### src/rtl/broadcast_n.sv
// broadcast_n: N-way valid/ready/eot stream fork behind a small input FIFO.
// Define BROADCAST_N_STALL_CNT_EN to add per-channel saturating stall counters.
module broadcast_n #(
    parameter int W_DATA      = 18,
    parameter int W_EOT       = 2,
    parameter int N_OUT       = 3,
    parameter int DEPTH       = 4,
    parameter int W_FRAME_CNT = 16
) (
    input  logic                     clk,
    input  logic                     rst,
    input  logic                     din_valid,
    output logic                     din_ready,
    input  logic [W_DATA-1:0]        din_data,
    input  logic [W_EOT-1:0]         din_eot,
    output logic [N_OUT-1:0]         dout_valid,
    input  logic [N_OUT-1:0]         dout_ready,
    output logic [N_OUT*W_DATA-1:0]  dout_data,
    output logic [N_OUT*W_EOT-1:0]   dout_eot,
    input  logic [N_OUT-1:0]         out_en,
    output logic [W_FRAME_CNT-1:0]   frame_cnt,
    output logic                     busy
`ifdef BROADCAST_N_STALL_CNT_EN
    ,
    output logic [N_OUT*16-1:0]      stall_cnt
`endif
);

    localparam int AW = (DEPTH > 1) ? $clog2(DEPTH) : 1;
    localparam int CW = AW + 1;
    localparam logic [CW-1:0] FULL = CW'(DEPTH);

    typedef enum logic {
        IDLE,
        FRAME
    } state_t;

    state_t state;
    state_t state_nxt;

    logic [W_DATA+W_EOT-1:0] mem [DEPTH];
    logic [AW-1:0]           wr_ptr;
    logic [AW-1:0]           rd_ptr;
    logic [CW-1:0]           count;
    logic [CW-1:0]           count_nxt;
    logic [N_OUT-1:0]        done;
    logic [N_OUT-1:0]        active_mask;
    logic [N_OUT-1:0]        accept;
    logic [W_DATA-1:0]       head_data;
    logic [W_EOT-1:0]        head_eot;
    logic                    push;
    logic                    pop;
    logic                    head_valid;
    logic                    head_eof;
    logic                    in_frame;
    logic                    load_mask;

    assign push       = din_valid & din_ready;
    assign head_valid = (count != '0);
    assign {head_data, head_eot} = mem[rd_ptr];
    assign head_eof   = &head_eot;

    assign dout_valid = {N_OUT{head_valid}} & active_mask & ~done;
    assign dout_data  = {N_OUT{head_data}};
    assign dout_eot   = {N_OUT{head_eot}};
    assign accept     = dout_valid & dout_ready;

    // A beat retires once every active channel has taken it, now or earlier.
    assign pop        = head_valid & (&(done | accept | ~active_mask));
    assign load_mask  = (~in_frame & ~pop) | (pop & head_eof);
    assign busy       = head_valid | in_frame;

    always_comb begin
        count_nxt = count;
        unique case (1'b1)
            push & ~pop: count_nxt = count + 1'b1;
            pop & ~push: count_nxt = count - 1'b1;
            default:     count_nxt = count;
        endcase
    end

    always_ff @(posedge clk) begin
        if (push) begin
            mem[wr_ptr] <= {din_data, din_eot};
        end
    end

    // Ready is registered from the next count, so a full FIFO stays
    // not-ready for the cycle in which it pops.
    always_ff @(posedge clk or negedge rst) begin
        if (!rst) begin
            wr_ptr    <= '0;
            rd_ptr    <= '0;
            count     <= '0;
            din_ready <= 1'b1;
        end else begin
            if (push) begin
                wr_ptr <= wr_ptr + 1'b1;
            end
            if (pop) begin
                rd_ptr <= rd_ptr + 1'b1;
            end
            count     <= count_nxt;
            din_ready <= (count_nxt < FULL);
        end
    end

    always_ff @(posedge clk or negedge rst) begin
        if (!rst) begin
            done        <= '0;
            active_mask <= '1;
            frame_cnt   <= '0;
        end else begin
            if (pop) begin
                done <= '0;
            end else begin
                done <= done | accept;
            end
            if (load_mask) begin
                active_mask <= out_en;
            end
            if (pop & head_eof) begin
                frame_cnt <= frame_cnt + 1'b1;
            end
        end
    end

    always_ff @(posedge clk or negedge rst) begin
        if (!rst) begin
            state <= IDLE;
        end else begin
            state <= state_nxt;
        end
    end

    always_comb begin
        state_nxt = state;
        unique case (state)
            IDLE:  if (pop & ~head_eof) state_nxt = FRAME;
            FRAME: if (pop & head_eof)  state_nxt = IDLE;
            default: state_nxt = IDLE;
        endcase
    end

    always_comb begin
        in_frame = (state == FRAME);
    end

`ifdef BROADCAST_N_STALL_CNT_EN
    logic stall_clr;

    assign stall_clr = pop & ~in_frame;

    for (genvar i = 0; i < N_OUT; i++) begin : g_stall
        logic [15:0] cnt;

        always_ff @(posedge clk or negedge rst) begin
            if (!rst) begin
                cnt <= '0;
            end else if (stall_clr) begin
                cnt <= '0;
            end else if (dout_valid[i] & ~dout_ready[i] & ~&cnt) begin
                cnt <= cnt + 16'd1;
            end
        end

        assign stall_cnt[i*16 +: 16] = cnt;
    end
`endif

endmodule

### config.mk
export PLATFORM = sky130hd
export DESIGN_NAME = broadcast_n
export DESIGN_NICKNAME = d
export VERILOG_FILES = /design/src/rtl/broadcast_n.sv
export SDC_FILE = /design/constraint.sdc
export NUM_CORES = 1
export LEC_CHECK = 0
export ABC_AREA = 1
export CELL_PAD_IN_SITES_DETAIL_PLACEMENT = 0
export CELL_PAD_IN_SITES_GLOBAL_PLACEMENT = 2
export CORE_ASPECT_RATIO = 1.75
export CORE_UTILIZATION = 33
export CTS_CLUSTER_DIAMETER = 30
export DETAILED_ROUTE_END_ITERATION = 10
export HOLD_SLACK_MARGIN = 0.12
export PLACE_DENSITY = 0.81
export RECOVER_POWER = 25
export SETUP_SLACK_MARGIN = 0.4
export SLEW_MARGIN = 20
export SYNTH_ARGS = -nofsm -noshare
export SYNTH_HDL_FRONTEND = slang
export SYNTH_SLANG_ARGS = --single-unit
### constraint.sdc
create_clock -name clk -period 2.5 [get_ports clk]
set_input_delay 0.375 -clock clk [delete_from_list [all_inputs] [get_ports clk]]
set_output_delay 0.375 -clock clk [all_outputs]
set_load 0.05 [all_outputs]
==> results of run 1 <==
## worst paths after layout
kind / endpoint / slack, ps / cells after the start
setup / recovery: dout_data[53] / 440 / 4
hold / removal: rd_ptr[1]$_DFFE_PN0P_ / 430 / 2
setup reg to reg: din_ready$_DFF_PN1_ / 480 / 11
hold reg to reg: active_mask[0]$_DFFE_PN1P_ / 490 / 2
max in group asynchronous: din_ready$_DFF_PN1_ / 1730 / 2
min in group clk: active_mask[0]$_DFFE_PN1P_ / 490 / 2
## per-layer routing
metal	vias to the layer above	GRT usage, %	wire length (µm)
li1	1715	-	-
met2	92	28.8	6690
met1	1750	17.4	4540
met3	13	2.77	412
met4	2	5.37	165
met5	-	0	13
## stage by stage
step                      utilization (%)  cells  hold WS [ps]  cell area, µm²
after floorplan                         -    469          79.4            5420
after global placement               41.3    719           475            6320
after detailed placement             41.3    719           477            6320
after CTS                            43.8    740           437            6720
after global routing                 44.2    742           469            6770
final                                44.2    742           427            6770
## cells in the mapped netlist (all sizes together)
cell and instances:
o21ai 50, nand3 25, edfxtp 80, nor3 7
nand2 81, dfstp 4, clkbuf 6, xor2 11
o22ai 18, buf 50, mux2 1, nor2 56
nand4 3, xnor2 4, inv 34, a21oi 4
clkinv 1, dfrtp 27, fa 1, ha 6
## state kept, by name, indices dropped and copies added, names as in the netlist, named ones only
signal       count
wr_ptr           2
frame_cnt       16
mem             80
done             3
rd_ptr           2
active_mask      3
count            2
din_ready        1
## what timing repair did
action	CTS	global route
resized for setup	18	13
buffers inserted	5	2
pin swaps	4	10
setup endpoints to repair	66	27
## cells by family after synthesis
group           count (synthesis)  synth area share (%)
flops                         111                  61.7
buf+inv                        91                  10.5
fa+ha+maj                       7                  1.84
xor+xnor                       15                  2.55
simple gates                  172                  15.2
compound gates                 72                  8.00
mux                             1                 0.218
## layout make-up
type | instances | share of cell area (%)
repair buffers | 127 | 16.6
inverters | 35 | 2.16
clock buffers | 9 | 3.33
well taps | 186 | 3.44
clock inverters | 7 | 1.44
flip-flops and latches | 111 | 47.1
multi-input cells | 267 | 26.0
==> impl_metrics.yaml, run 1 <==
clock_tree:
  h-tree-depth: 3
  cts-root-buf: "clkbuf_16"
  cts.sinks: 111
  tritoncts: "yes"
  clock_latency_ps: 350
  numCtsBuffers: 9
  clock_path_buffers: 2
  cts_hold_buf: 0
  clk_pin_slew_ps: 90
setup_path:
  critical-path-top-delay-family: "flip-flops"
  critPathKind: "register to output port"
  slowest_delay_ps: 470
  cp-start-kind: "register"
  cp_max_fo: 14
  cp_cell_sequence: "buf_4, o21ai_0, o22ai_4, buf_4"
  cp-end-kind: "output port"
  required_ps: 2120
  path_common_cell: "buf_4"
  r2r-start: "active_mask[2]$_DFFE_PN1P_"
  critPathLaunch: "rd_ptr[0]$_DFFE_PN0P_"
  critPathBufInv: 2
  arrival_ps: 1690
  slowest_stage: "dfrtp_2"
global_route:
  grt_max_degree: 44
  overflow: 0
  grt_first_pass_wirelength_um: 19000
  grtUsageTotal_pct: 15.6
  antenna_found_initial: 1
  grt_pass1_vias: 3759
detailed_routing:
  dr.pass1.iters: 4
  drc: 0
  drt-total-wl_um: 11800
  viasPerCell: 4.81
  drt-wirelength-per-cell_um: 15.9
  dr_total_vias: 3572
  ant_nets: 0
  drtIter0Drc: 88
yosys:
  ys_types: 33
  synth_seq_area_share_pct: 61.7
  synth_fp_nets: 505
  synth_top_area_share_pct: 46.6
  ys_ff_latch: 111
  synth.largest_area_cell: "edfxtp_1"
  synth_area_leaders: "edfxtp_1 (47%), dfrtp_1 (13%), buf_4 (6.0%), nand2_1 (4.9%), nor2_1 (3.9%)"
  avgSynthCellArea_um2: 11.0
  ys_warn_count: 0
  netlist_area_um2: 5160
  synth_cells: 469
sta:
  finalSetupTns_ps: 0
  worst_pin_slew_ps: 521
  clock-skew-final_ps: 14.4
  setup_ws_ps: 436
  slew_headroom_pct: 65.1
  period_share_pct: 82.6
  hold_violations: 0
  slew_viol_final: 0
  min_period_ps: 2060
  finalSetupViolations: 0
  fmax_mhz: 485
  rsz0062_at_grt: "true"
floorplanning:
  io_pins: 110
  die_x_um: 96.5
  die_area_um2: 16200
  rows: 60
  die-height_um: 167
  start_util_pct: 33.7
  core_um2: 15300
cells_and_area:
  multi_input_area_um2: 1760
  area_delta_synth_final_pct: 31.1
  layout-drive-gt1-share_pct: 30.2
  antenna_cells: 0
  n_fill_cell: 1485
  num-nets-final: 587
  mostFrequentLayoutCells: "edfxtp_1 (80), buf_4 (75), nand2_1 (66)"
  final_common_cell: "edfxtp_1"
  register_area_um2: 3190
worst_hold_path:
  hold_class: "input port to asynchronous set/reset pin"
status:
  status: "finished, final reports clean"
placement:
  io_buffers: 109
  dp_hpwl_um: 8190
  gp_congestion: 0.729
  dp_slack_ps: 41.6
job:
  cap_violations: 0
Power of run 1 is not shown: default switching activity piles up to over one toggle a cycle in this logic, so the estimate is an artifact.
==> run 2: changes to the inputs <==
--- a/config.mk
+++ b/config.mk
@@ -9,11 +9,11 @@
 export CELL_PAD_IN_SITES_DETAIL_PLACEMENT = 0
 export CELL_PAD_IN_SITES_GLOBAL_PLACEMENT = 2
 export CORE_ASPECT_RATIO = 1.75
-export CORE_UTILIZATION = 33
+export CORE_UTILIZATION = 29
 export CTS_CLUSTER_DIAMETER = 30
 export DETAILED_ROUTE_END_ITERATION = 10
 export HOLD_SLACK_MARGIN = 0.12
-export PLACE_DENSITY = 0.81
+export PLACE_DENSITY = 0.75
 export RECOVER_POWER = 25
 export SETUP_SLACK_MARGIN = 0.4
 export SLEW_MARGIN = 20
==> constraint.sdc (replaced) <==
create_clock -name clk -period 1.7 [get_ports clk]
set_input_delay 0.255 -clock clk [delete_from_list [all_inputs] [get_ports clk]]
set_output_delay 0.255 -clock clk [all_outputs]
set_load 0.05 [all_outputs]
==> impl_metrics.yaml, run 2 (synthesis gave the netlist of run 1 again) <==
status:
  status: "complete, but fails checks"
  violations: "setup timing"
floorplanning:
  rows: 64
  die-height_um: 178
  start_util_pct: 29.6
  core_um2: 17500
  die_area_um2: 18300
  io_pins: 110
  die_x_um: 103
detailed_routing:
  viasPerCell: 4.53
  maxUsedRoutingLayer: "met4"
  dr.pass1.iters: 4
  drt-wirelength-per-cell_um: 16.1
  dr_total_vias: 3815
  wl_met1_um: 4820
  wl_met3_um: 430
  drtIter0Drc: 114
  drt-total-wl_um: 13600
  drc: 0
  ant_nets: 0
  met2WireLength_um: 8150
clock_tree:
  numCtsBuffers: 9
  clock_latency_ps: 350
  cts-root-buf: "clkbuf_16"
  clk_pin_slew_ps: 80
  h-tree-depth: 3
  cts.sinks: 111
  clock_path_buffers: 2
  tritoncts: "yes"
job:
  cap_violations: 0
setup_path:
  r2r-start: "active_mask[1]$_DFFE_PN1P_"
  cp-end-kind: "output port"
  cp-start-kind: "register"
  arrival_ps: 1710
  reg2reg_to: "count[1]$_DFFE_PN0N_"
  rrSetupSlack_ps: -260
  required_ps: 1440
  critPathKind: "register to output port"
  rr_worst_depth: 9
  cp_max_fo: 8
global_route:
  grt_first_pass_wirelength_um: 20300
  grtUsageTotal_pct: 15.2
  antenna_found_initial: 0
  grt_max_degree: 32
  overflow: 0
  grt_pass1_vias: 3838
cells_and_area:
  reg_top3: "mem x80, frame_cnt x16"
  largest_reg_flops: 80
  area_delta_synth_final_pct: 66.2
  top_register: "mem"
  num-nets-final: 642
  final_common_cell: "edfxtp_1"
  layout-drive-gt1-share_pct: 54.2
  mostFrequentLayoutCells: "edfxtp_1 (80), buf_6 (73), nand2_1 (55)"
  antenna_cells: 0
sta:
  min_period_ps: 1970
  finalSetupViolations: 78
  period_share_pct: 116
  slew_headroom_pct: 70.0
  finalSetupTns_ps: -13240
  hold_violations: 0
  slew_viol_final: 0
  worst_pin_slew_ps: 451
  setup_ws_ps: -266
  timing.hold.ws_ps: 307
  clock-skew-final_ps: 12.0
  fmax_mhz: 509
  rsz0062_at_grt: "true"
worst_hold_path:
  hold_class: "input port to asynchronous set/reset pin"
placement:
  dp_hpwl_um: 9000
  gp_congestion: 0.750
  io_buffers: 109
[run 2: changes by cell type in the layout (fill, tap and decap cells not counted), moves of 11 or more]
cell	before	now
buf_12	4	24
buf_4	75	38
buf_6	0	73
clkdlybuf4s50_1	25	14
nand2_1	66	55
nor2_1	48	18
nor2_4	1	26
o21ai_0	25	0
o21ai_2	9	25
[run 2: how the worst max path moves through the flow]
stage	start	endpoint	depth (start not counted)
floorplan	active_mask[1]$_DFFE_PN1P_	count[1]$_DFFE_PN0N_	9
global route	count[1]$_DFFE_PN0N_	din_ready$_DFF_PN1_	12
finish	rd_ptr[0]$_DFFE_PN0P_	dout_eot[3]	8
CTS	rd_ptr[0]$_DFFE_PN0P_	dout_data[7]	6
detailed placement	dout_ready[2]	count[1]$_DFFE_PN0N_	8
global placement	dout_ready[2]	din_ready$_DFF_PN1_	11
[run 2: final cells by class]
class	instances	area, µm²
well taps	231	289
inverters	35	154
clock inverters	6	48.8
flip-flops and latches	111	3200
repair buffers	182	2300
clock buffers	10	250
fillers	1576	8880
multi-input cells	267	2340
[run 2: stage by stage]
step / cell area [µm²] / utilization [%] / worst slack [ps] / std cells
after floorplan: 6010 / - / -284 / 469
after global placement: 7100 / 40.6 / -429 / 793
after detailed placement: 7100 / 40.6 / -418 / 793
after CTS: 8120 / 46.5 / -258 / 828
after global routing: 8570 / 49.1 / -362 / 842
final: 8570 / 49.1 / -266 / 842
[run 2: critical path, stage by stage (launching register included)]
cell and delay, ps:
dfrtp_2 490, clkinv_8 150, buf_6 160, nand2_4 50
nand2_1 60, nand2_2 100, nand2_8 60, buf_8 130
buf_12 140
[run 2: per-layer routing]
metal  vias to the layer above  GRT usage [%]
met3                         8           2.51
met4                         0           5.16
li1                       1836              -
met1                      1875           15.7
met5                         -              0
met2                        96           29.8
[run 2: timing repair]
item	4_1_cts	5_1_grt
hold buffers	0	0
buffers inserted	11	10
pin swaps	17	18
cloned	8	4
resized for setup	137	65
setup endpoints to repair	177	179
Power of run 2 is left out for the same reason.
